--- config.mk ---
export PLATFORM = sky130hd
export DESIGN_NAME = bus_arbiter
export DESIGN_NICKNAME = d
export VERILOG_FILES = /design/src/rtl/bus_arbiter.sv
export SDC_FILE = /design/constraint.sdc
export NUM_CORES = 1
export LEC_CHECK = 0
export CAP_MARGIN = 20
export CORE_UTILIZATION = 52
export DETAILED_ROUTE_END_ITERATION = 8
export PLACE_DENSITY = 0.79
export RECOVER_POWER = 25
export SYNTH_ARGS = -nofsm -noshare
export SYNTH_HDL_FRONTEND = slang
export SYNTH_SLANG_ARGS = --single-unit
export TNS_END_PERCENT = 30
--- constraint.sdc ---
create_clock -name clock -period 2.05 [get_ports clock]
set_input_delay 0.41 -clock clock [delete_from_list [all_inputs] [get_ports clock]]
set_output_delay 0.41 -clock clock [all_outputs]
set_load 0.05 [all_outputs]
--- src/rtl/bus_arbiter.sv ---
// bus_arbiter: owner of the shared 8-bit address / 32-bit data bus.
// Arbitrates between the processor and the DMA engine (instruction, I/O1
// interrupt, I/O2 interrupt). Ownership changes go through a one-cycle
// TURN dead cycle, DMA bursts are count-driven, and processor ownership
// is bounded while DMA-side work is waiting. All outputs are registered.
module bus_arbiter #(
    parameter int unsigned MAX_CPU_HOLD = 16
) (
    input  logic       clock,
    input  logic       reset,
    input  logic       cpu_req,
    input  logic       dma_req,
    input  logic [5:0] dma_count,
    input  logic       IOIP1,
    input  logic       IOIP2,
    output logic       cpu_grant,
    output logic       grant,
    output logic       busybus,
    output logic [1:0] io_sel,
    output logic [6:0] dma_remaining,
    output logic       dma_done
);

    // Controller states
    localparam logic [1:0] ST_IDLE = 2'd0;
    localparam logic [1:0] ST_CPU  = 2'd1;
    localparam logic [1:0] ST_DMA  = 2'd2;
    localparam logic [1:0] ST_TURN = 2'd3;

    // Owner selected for the cycle after TURN
    localparam logic OWN_CPU = 1'b0;
    localparam logic OWN_DMA = 1'b1;

    // DMA grant reasons reported on io_sel
    localparam logic [1:0] SEL_INSTR = 2'b00;
    localparam logic [1:0] SEL_IO1   = 2'b01;
    localparam logic [1:0] SEL_IO2   = 2'b10;

    // Preemption fires on the edge where hold_cnt would step up to MAX_CPU_HOLD
    localparam logic [7:0] HOLD_LAST = 8'(MAX_CPU_HOLD - 1);

    // Registered state
    logic [1:0] state;
    logic       next_owner;
    logic [7:0] hold_cnt;

    // Next-cycle values
    logic [1:0] state_nxt;
    logic       next_owner_nxt;
    logic [7:0] hold_cnt_nxt;
    logic [6:0] remaining_nxt;
    logic [1:0] io_sel_nxt;
    logic       done_nxt;

    // Arbitration helpers
    logic       dma_any;
    logic [1:0] win_sel;
    logic [6:0] win_len;
    logic       start_dma;
    logic       start_cpu;

    // DMA-side winner: instruction beats I/O1 beats I/O2; zero count means one word
    always_comb begin
        dma_any = dma_req | IOIP1 | IOIP2;
        if (dma_req) begin
            win_sel = SEL_INSTR;
            win_len = (dma_count == 6'd0) ? 7'd1 : {1'b0, dma_count};
        end else if (IOIP1) begin
            win_sel = SEL_IO1;
            win_len = 7'd1;
        end else begin
            win_sel = SEL_IO2;
            win_len = 7'd1;
        end
    end

    // Ownership sequencing: decide where the bus goes at the next edge
    always_comb begin
        state_nxt      = state;
        next_owner_nxt = next_owner;
        hold_cnt_nxt   = '0;
        remaining_nxt  = dma_remaining;
        done_nxt       = 1'b0;
        start_dma      = 1'b0;
        start_cpu      = 1'b0;

        case (state)
            ST_IDLE: begin
                // DMA-side work wins from IDLE and skips the dead cycle
                if (dma_any) begin
                    start_dma = 1'b1;
                end else if (cpu_req) begin
                    start_cpu = 1'b1;
                end
            end

            ST_CPU: begin
                hold_cnt_nxt = dma_any ? hold_cnt + 8'd1 : '0;
                if (!cpu_req) begin
                    hold_cnt_nxt = '0;
                    if (dma_any) begin
                        state_nxt      = ST_TURN;
                        next_owner_nxt = OWN_DMA;
                    end else begin
                        state_nxt = ST_IDLE;
                    end
                end else if (dma_any && (hold_cnt == HOLD_LAST)) begin
                    hold_cnt_nxt   = '0;
                    state_nxt      = ST_TURN;
                    next_owner_nxt = OWN_DMA;
                end
            end

            ST_DMA: begin
                // Burst length is fixed at entry; requests cannot shorten or preempt it
                if (dma_remaining == 7'd1) begin
                    remaining_nxt = '0;
                    done_nxt      = 1'b1;
                    if (cpu_req) begin
                        state_nxt      = ST_TURN;
                        next_owner_nxt = OWN_CPU;
                    end else if (dma_any) begin
                        state_nxt      = ST_TURN;
                        next_owner_nxt = OWN_DMA;
                    end else begin
                        state_nxt = ST_IDLE;
                    end
                end else begin
                    remaining_nxt = dma_remaining - 7'd1;
                end
            end

            ST_TURN: begin
                // Target is re-checked against live requests; fall back to the other side
                state_nxt = ST_IDLE;
                if (next_owner == OWN_DMA) begin
                    if (dma_any) begin
                        start_dma = 1'b1;
                    end else if (cpu_req) begin
                        start_cpu = 1'b1;
                    end
                end else begin
                    if (cpu_req) begin
                        start_cpu = 1'b1;
                    end else if (dma_any) begin
                        start_dma = 1'b1;
                    end
                end
            end

            default: begin
                state_nxt = ST_IDLE;
            end
        endcase

        if (start_dma) begin
            state_nxt     = ST_DMA;
            remaining_nxt = win_len;
        end
        if (start_cpu) begin
            state_nxt    = ST_CPU;
            hold_cnt_nxt = '0;
        end

        if (start_dma) begin
            io_sel_nxt = win_sel;
        end else if (state_nxt == ST_DMA) begin
            io_sel_nxt = io_sel;
        end else begin
            io_sel_nxt = SEL_INSTR;
        end
    end

    // State and registered outputs; reset aborts any burst without a done pulse
    always_ff @(posedge clock or posedge reset) begin
        if (reset) begin
            state         <= ST_IDLE;
            next_owner    <= OWN_CPU;
            hold_cnt      <= '0;
            cpu_grant     <= 1'b0;
            grant         <= 1'b0;
            busybus       <= 1'b0;
            io_sel        <= SEL_INSTR;
            dma_remaining <= '0;
            dma_done      <= 1'b0;
        end else begin
            state         <= state_nxt;
            next_owner    <= next_owner_nxt;
            hold_cnt      <= hold_cnt_nxt;
            cpu_grant     <= (state_nxt == ST_CPU);
            grant         <= (state_nxt == ST_DMA);
            busybus       <= (state_nxt != ST_IDLE);
            io_sel        <= io_sel_nxt;
            dma_remaining <= remaining_nxt;
            dma_done      <= done_nxt;
        end
    end

endmodule

; ---- Word-level counts from Yosys, hierarchy flattened
; Cells that the tools add are included.
[op_classes]
eq_ne = 10
add_sub_neg = 2
reduce_logical = 7
bitwise = 2
n_mux = 38
[op_table]
columns = op, n
row1 = 8-bit 2-to-1 mux, 5
row2 = 2-bit 2-to-1 mux, 11
row3 = 7-bit 2-to-1 mux, 3
row4 = 1-bit 2-to-1 mux, 13
row5 = 6-bit 2-to-1 mux, 2
row6 = "8-bit by 1-bit adder with 8-bit output, second input constant", 1
row7 = "8-bit by 4-bit == test with 1-bit output, second input constant", 1
row8 = "7-bit by 1-bit == test with 1-bit output, second input constant", 1
row9 = "7-bit by 1-bit subtractor with 7-bit output, second input constant", 1
row10 = "2-bit == test, second input constant", 3
row11 = 6-bit logical NOT, 1
row12 = 1-bit case mux with 2 select lines, 3
row13 = 2-bit case mux with 3 select lines, 1
row14 = 2-bit nonzero test, 3
row15 = "2-bit by 1-bit == test with 1-bit output, second input constant", 2
row16 = "2-bit inequality test, second input constant", 2
row17 = "3-bit inequality test, second input constant", 1
row18 = 3-bit AND reduction, 1
row19 = 2-bit logical NOT, 1
row20 = 1-bit OR, 2
row21 = 1-bit logical AND, 1
[word_totals]
word_cells = 68
reg_bits = 24
input_bits = 12
out_inout_bits = 13

; ---- Longest topological paths before layout
; Gate-level depths: netlist (run 1).
[depth]
depth_word = 11
ltp_mapped = 7
mapped_depth_nobuf = 7

; ---- Worst setup path before layout (run 1)
; Ideal clock, no wire load.
[synth_timing]
path_type = reg2reg
from = register dma_remaining[2]
to = register cpu_grant
t_required_ns = 1.930
n_path_buf = 0
synth_period_minus_slack_ns = 2.151
path_stages_with_launch = 6
arrival_ns = 2.032
setup_ns = 0.120
path_slack_ns = -0.101
cell_sequence = dfrtp_1 > or4_4 > o21ai_2 > a21oi_1 > or3_4 > a31o_1
[synth_via]
elab_chain_len = 6
[synth_lines]
columns = element, line
row1 = start: declaration, 20  ; output logic [6:0] dma_remaining,
row2 = start signal: assignment, 194  ; dma_remaining <= remaining_nxt;
row3 = 7-bit by 1-bit == test with 1-bit output, 116  ; if (dma_remaining == 7'd1) begin
row4 = 2-bit 2-to-1 mux, 116
row5 = 2-bit case mux with 3 select lines, 87  ; case (state)
row6 = 2-bit 2-to-1 mux, 156  ; if (start_dma) begin
row7 = 2-bit 2-to-1 mux, 160  ; if (start_cpu) begin
row8 = 2-bit by 1-bit == test with 1-bit output, 190  ; cpu_grant <= (state_nxt == ST_CPU);
row9 = end signal: assignment, 190
row10 = end: declaration, 16  ; output logic cpu_grant,
; No other way between the ends.
; A chain may end at the register's enable or synchronous reset.

; ---- Worst setup path after layout (run 1)
[layout_timing]
from = register dma_remaining[4]
to = output dma_remaining[4]
; No word-level cell between the ends.

==> impl_metrics.toml, run 1 <==
[placement]
numPlacedInstances = 227
port_buffers = 24
dp.final_hpwl_um = 2711
dpl-instance-area_um2 = 1815
routabilityCongestion = 0.8538

[synthesis]
avgSynthCellArea_um2 = 8.908
yosysWarnings = 0
synth-edff-count = 0
synth.distinct_cells = 41
synth-seq-cells = 24
synth_nets = 178
seq_area_frac_synth = 0.4240
syn-instance-count = 159
synthFlopType = "dfrtp_1"
syn_area_um2 = 1416
ys_async_sr_fraction = 1.000

[clock_network]
cts.path.max_buffers = 2
root_buffer = "clkbuf_4"
cts_hold_buf = 0
clock-sinks = 24
cts_tree = "done"
clk_latency_ns = 0.31
clk_pin_slew_ns = 0.13
cts_setup_buffers = 0
htreeDepth = 1
cts_buffers = 3

[sta]
tns_ns = 0
hold_violations = 0
fin_crit_sh = 0.9674
relSlewSlack = 0.1499
tightest_slew_ns = 1.275
setup_viol = 0
finalMaxSlewViolations = 0
clock_skew_ns = 0.007723
rsz0062_at_grt = "no"
min_period_ns = 1.983
hold_ws_ns = 0.4953
fmax_ghz = 0.5042

[setup_path]
timing.rr.end = "cpu_grant$_DFF_PP0_"
reg2reg_slack_ns = 0.08
cp.buffers_inverters = 1
cpPeakStageDelay_ns = 0.83
worstSetupPathType = "register to output port"
critical_path.startpoint_type = "register"
slowest_stage = "clkdlybuf4s50_1"
critPathRequiredTime_ns = 1.64
cp_max_fo = 5
cp-startpoint = "dma_remaining[4]$_DFFE_PP0P_"
critical_path_arrival_ns = 1.57
regToRegStartpoint = "dma_remaining[5]$_DFFE_PP0P_"
ff2ff_path_depth = 5
worstSetupEndpointType = "output port"
crit_chain = "clkdlybuf4s50_1"
cp_top_family = "buffers and inverters"

[floorplanning]
die_x_um = 54.19
rows = 18
io_pins = 25
start_util = 0.5615
core_area_um2 = 2522
die_area_um2 = 2937
fp.dieH_um = 54.19

[detailed_routing]
routedWlPerCell_um = 15.54
ant_nets = 0
via_count = 1350
dr.pass1.iters = 4
drc = 0
highest_layer = "met4"
wl_met1_um = 1565
wl_met3_um = 249
viasPerCell = 5.844
finalWirelength_um = 3589
drt_iter0_drc = 75
wl_met2_um = 1722

[power_and_ir_drop]
power_uw = 2828
switching_power_uw = 1330
power_density_nw_per_um2 = 1504
p_comb_frac = 0.625
clkPwrFrac = 0.119
seqPwrFrac = 0.256
leakagePower_uw = 0.0008553
vdd_drop_max_mv = 1.392
p_sw_frac = 0.4703
p_int_uw = 1498

[cells_and_area]
drive_gt1_frac = 0.1741
seq_area_um2 = 604.3
syn2layout_area_growth_pct = 32.77
nets = 221
num_antenna_cells = 0
fill_cells = 191
stdcell_area_um2 = 1881
fin_cells = 231
multiInputGateArea_um2 = 775.7

[worst_hold_path]
whs_path_depth = 1
hp-class = "register to register"
hold_start = "hold_cnt[0]$_DFF_PP0_"
hold_end = "hold_cnt[0]$_DFF_PP0_"

[global_routing]
grt_pass1_vias = 1311
grt_max_degree = 25
grt-ovfl-total = 0
grt_use_total = 0.2723
grt_pass1_wl_um = 5740
antenna_found_initial = 0

[run]
drv_cap = 0

[run_status]
status = "complete, no violations"
[kinds of logic (layout without fill, tap and decap cells)]
kind of cell,Yosys count,in the layout,synth area share
simple gates,74,74,0.2730
compound gates,31,31,0.1493
flops,24,24,0.4240
buf+inv,15,57,0.03975
fa+ha+maj,7,7,0.06183
xor+xnor,6,6,0.03710
mux,2,2,0.01502
[state kept, by name, indices dropped and copies added, names as in the netlist]
signal,flops
cpu_grant,1
state,2
hold_cnt,8
dma_done,1
dma_remaining,7
next_owner,1
grant,1
busybus,1
io_sel,2
[cell usage after synthesis, drive strengths merged (2+ instances only)]
master	n	area [um2]
dfrtp	24	600.6
nor2	19	71.32
nand3	13	65.06
inv	11	41.29
nand2	11	41.29
o21ai	8	43.79
a21oi	7	35.03
ha	7	87.58
nor3	5	25.02
and3	4	25.02
clkbuf	4	15.01
nand2b	4	25.02
xnor2	4	35.03
a32oi	3	26.28
nor4	3	18.77
or3	3	23.77
or4	3	26.27
a22oi	2	15.01
a2bb2oi	2	17.52
nand4	2	12.51
nor2b	2	12.51
o31ai	2	20.02
xor2	2	17.52
[how the worst max path moves through the flow]
stage / to / slack [ns] / cells past startpoint
after global placement: grant$_DFF_PP0_ / -0.20 / 6
after global routing: cpu_grant$_DFF_PP0_ / 0.003 / 5
after detailed placement: grant$_DFF_PP0_ / -0.26 / 6
final: dma_remaining[4] / 0.07 / 1
after floorplan: cpu_grant$_DFF_PP0_ / 0.02 / 5
after CTS: dma_remaining[1] / 0.01 / 2
[power groups by stage]
| stage | sequential (uW) | clock [uW] | combinational (uW) |
|---|---|---|---|
| 4_1_cts | 721 | 347 | 1730 |
| 2_1_floorplan | 1100 | 0 | 767 |
| 3_5_place_dp | 729 | 0 | 1730 |
| 5_1_grt | 737 | 367 | 1920 |
| 6_report | 723 | 336 | 1770 |
| 3_3_place_gp | 721 | 0 | 1700 |
[worst register-to-register path, stage by stage, from the launching register on]
cell and delay (ns):
dfrtp_2 0.45, or4_4 0.53, o21ai_2 0.15, a21oi_1 0.11, or3_4 0.43, a31o_1 0.21
[per-layer routing]
layer | GRT usage | vias up
li1 | - | 658
met1 | 0.3542 | 613
met2 | 0.4614 | 69
met3 | 0.03107 | 10
met4 | 0.09402 | 0
met5 | 0 | -
[cells in the final DEF, fill, tap and decap left out, types with 2 or more instances in the layout]
cell type	n
nand2b_1	4
xnor2_1	4
a21oi_1	7
clkbuf_4	3
inv_1	11
or3_1	2
nand4_1	2
nand3_1	13
and3_1	4
buf_4	18
or4_1	2
a32oi_1	3
xor2_1	2
o31ai_2	2
dfrtp_2	3
o21ai_0	6
nor2b_1	2
clkdlybuf4s50_1	20
dlygate4sd2_1	2
a2bb2oi_1	2
ha_1	6
dfrtp_1	21
nor3_1	4
a22oi_1	2
nand2_1	11
nor4_1	3
nor2_1	19
[layout make-up]
class	instances	share of cell area
multi-input combinational	120	0.4125
sequential	24	0.3214
timing repair buffer	42	0.1963
inverter	11	0.02196
tap	30	0.01996
clock inverter	1	0.01597
clock buffer	3	0.01198
[stage by stage]
step,utilization,setup slack (ns)
floorplan,-,0.01565
global placement,0.7197,-0.2015
detailed placement,0.7197,-0.2638
CTS,0.7396,0.01334
global route,0.7455,0.003259
finish,0.7455,0.06678
[repair_timing]
item                       CTS  global route
pin swaps                    0             0
cloned                       0             0
gates resized for setup      2             6
setup endpoints to repair    2             8
Power figures use the tool's default switching activity.
==> run 2: changes to the inputs <==
--- a/config.mk
+++ b/config.mk
@@ -10,6 +10,7 @@
 export DETAILED_ROUTE_END_ITERATION = 8
 export PLACE_DENSITY = 0.79
 export RECOVER_POWER = 25
+export SLEW_MARGIN = 20
 export SYNTH_ARGS = -nofsm -noshare
 export SYNTH_HDL_FRONTEND = slang
 export SYNTH_SLANG_ARGS = --single-unit
==> results of run 2 <==
No change in the layout: final DEF, timing and power equal those of run 1.
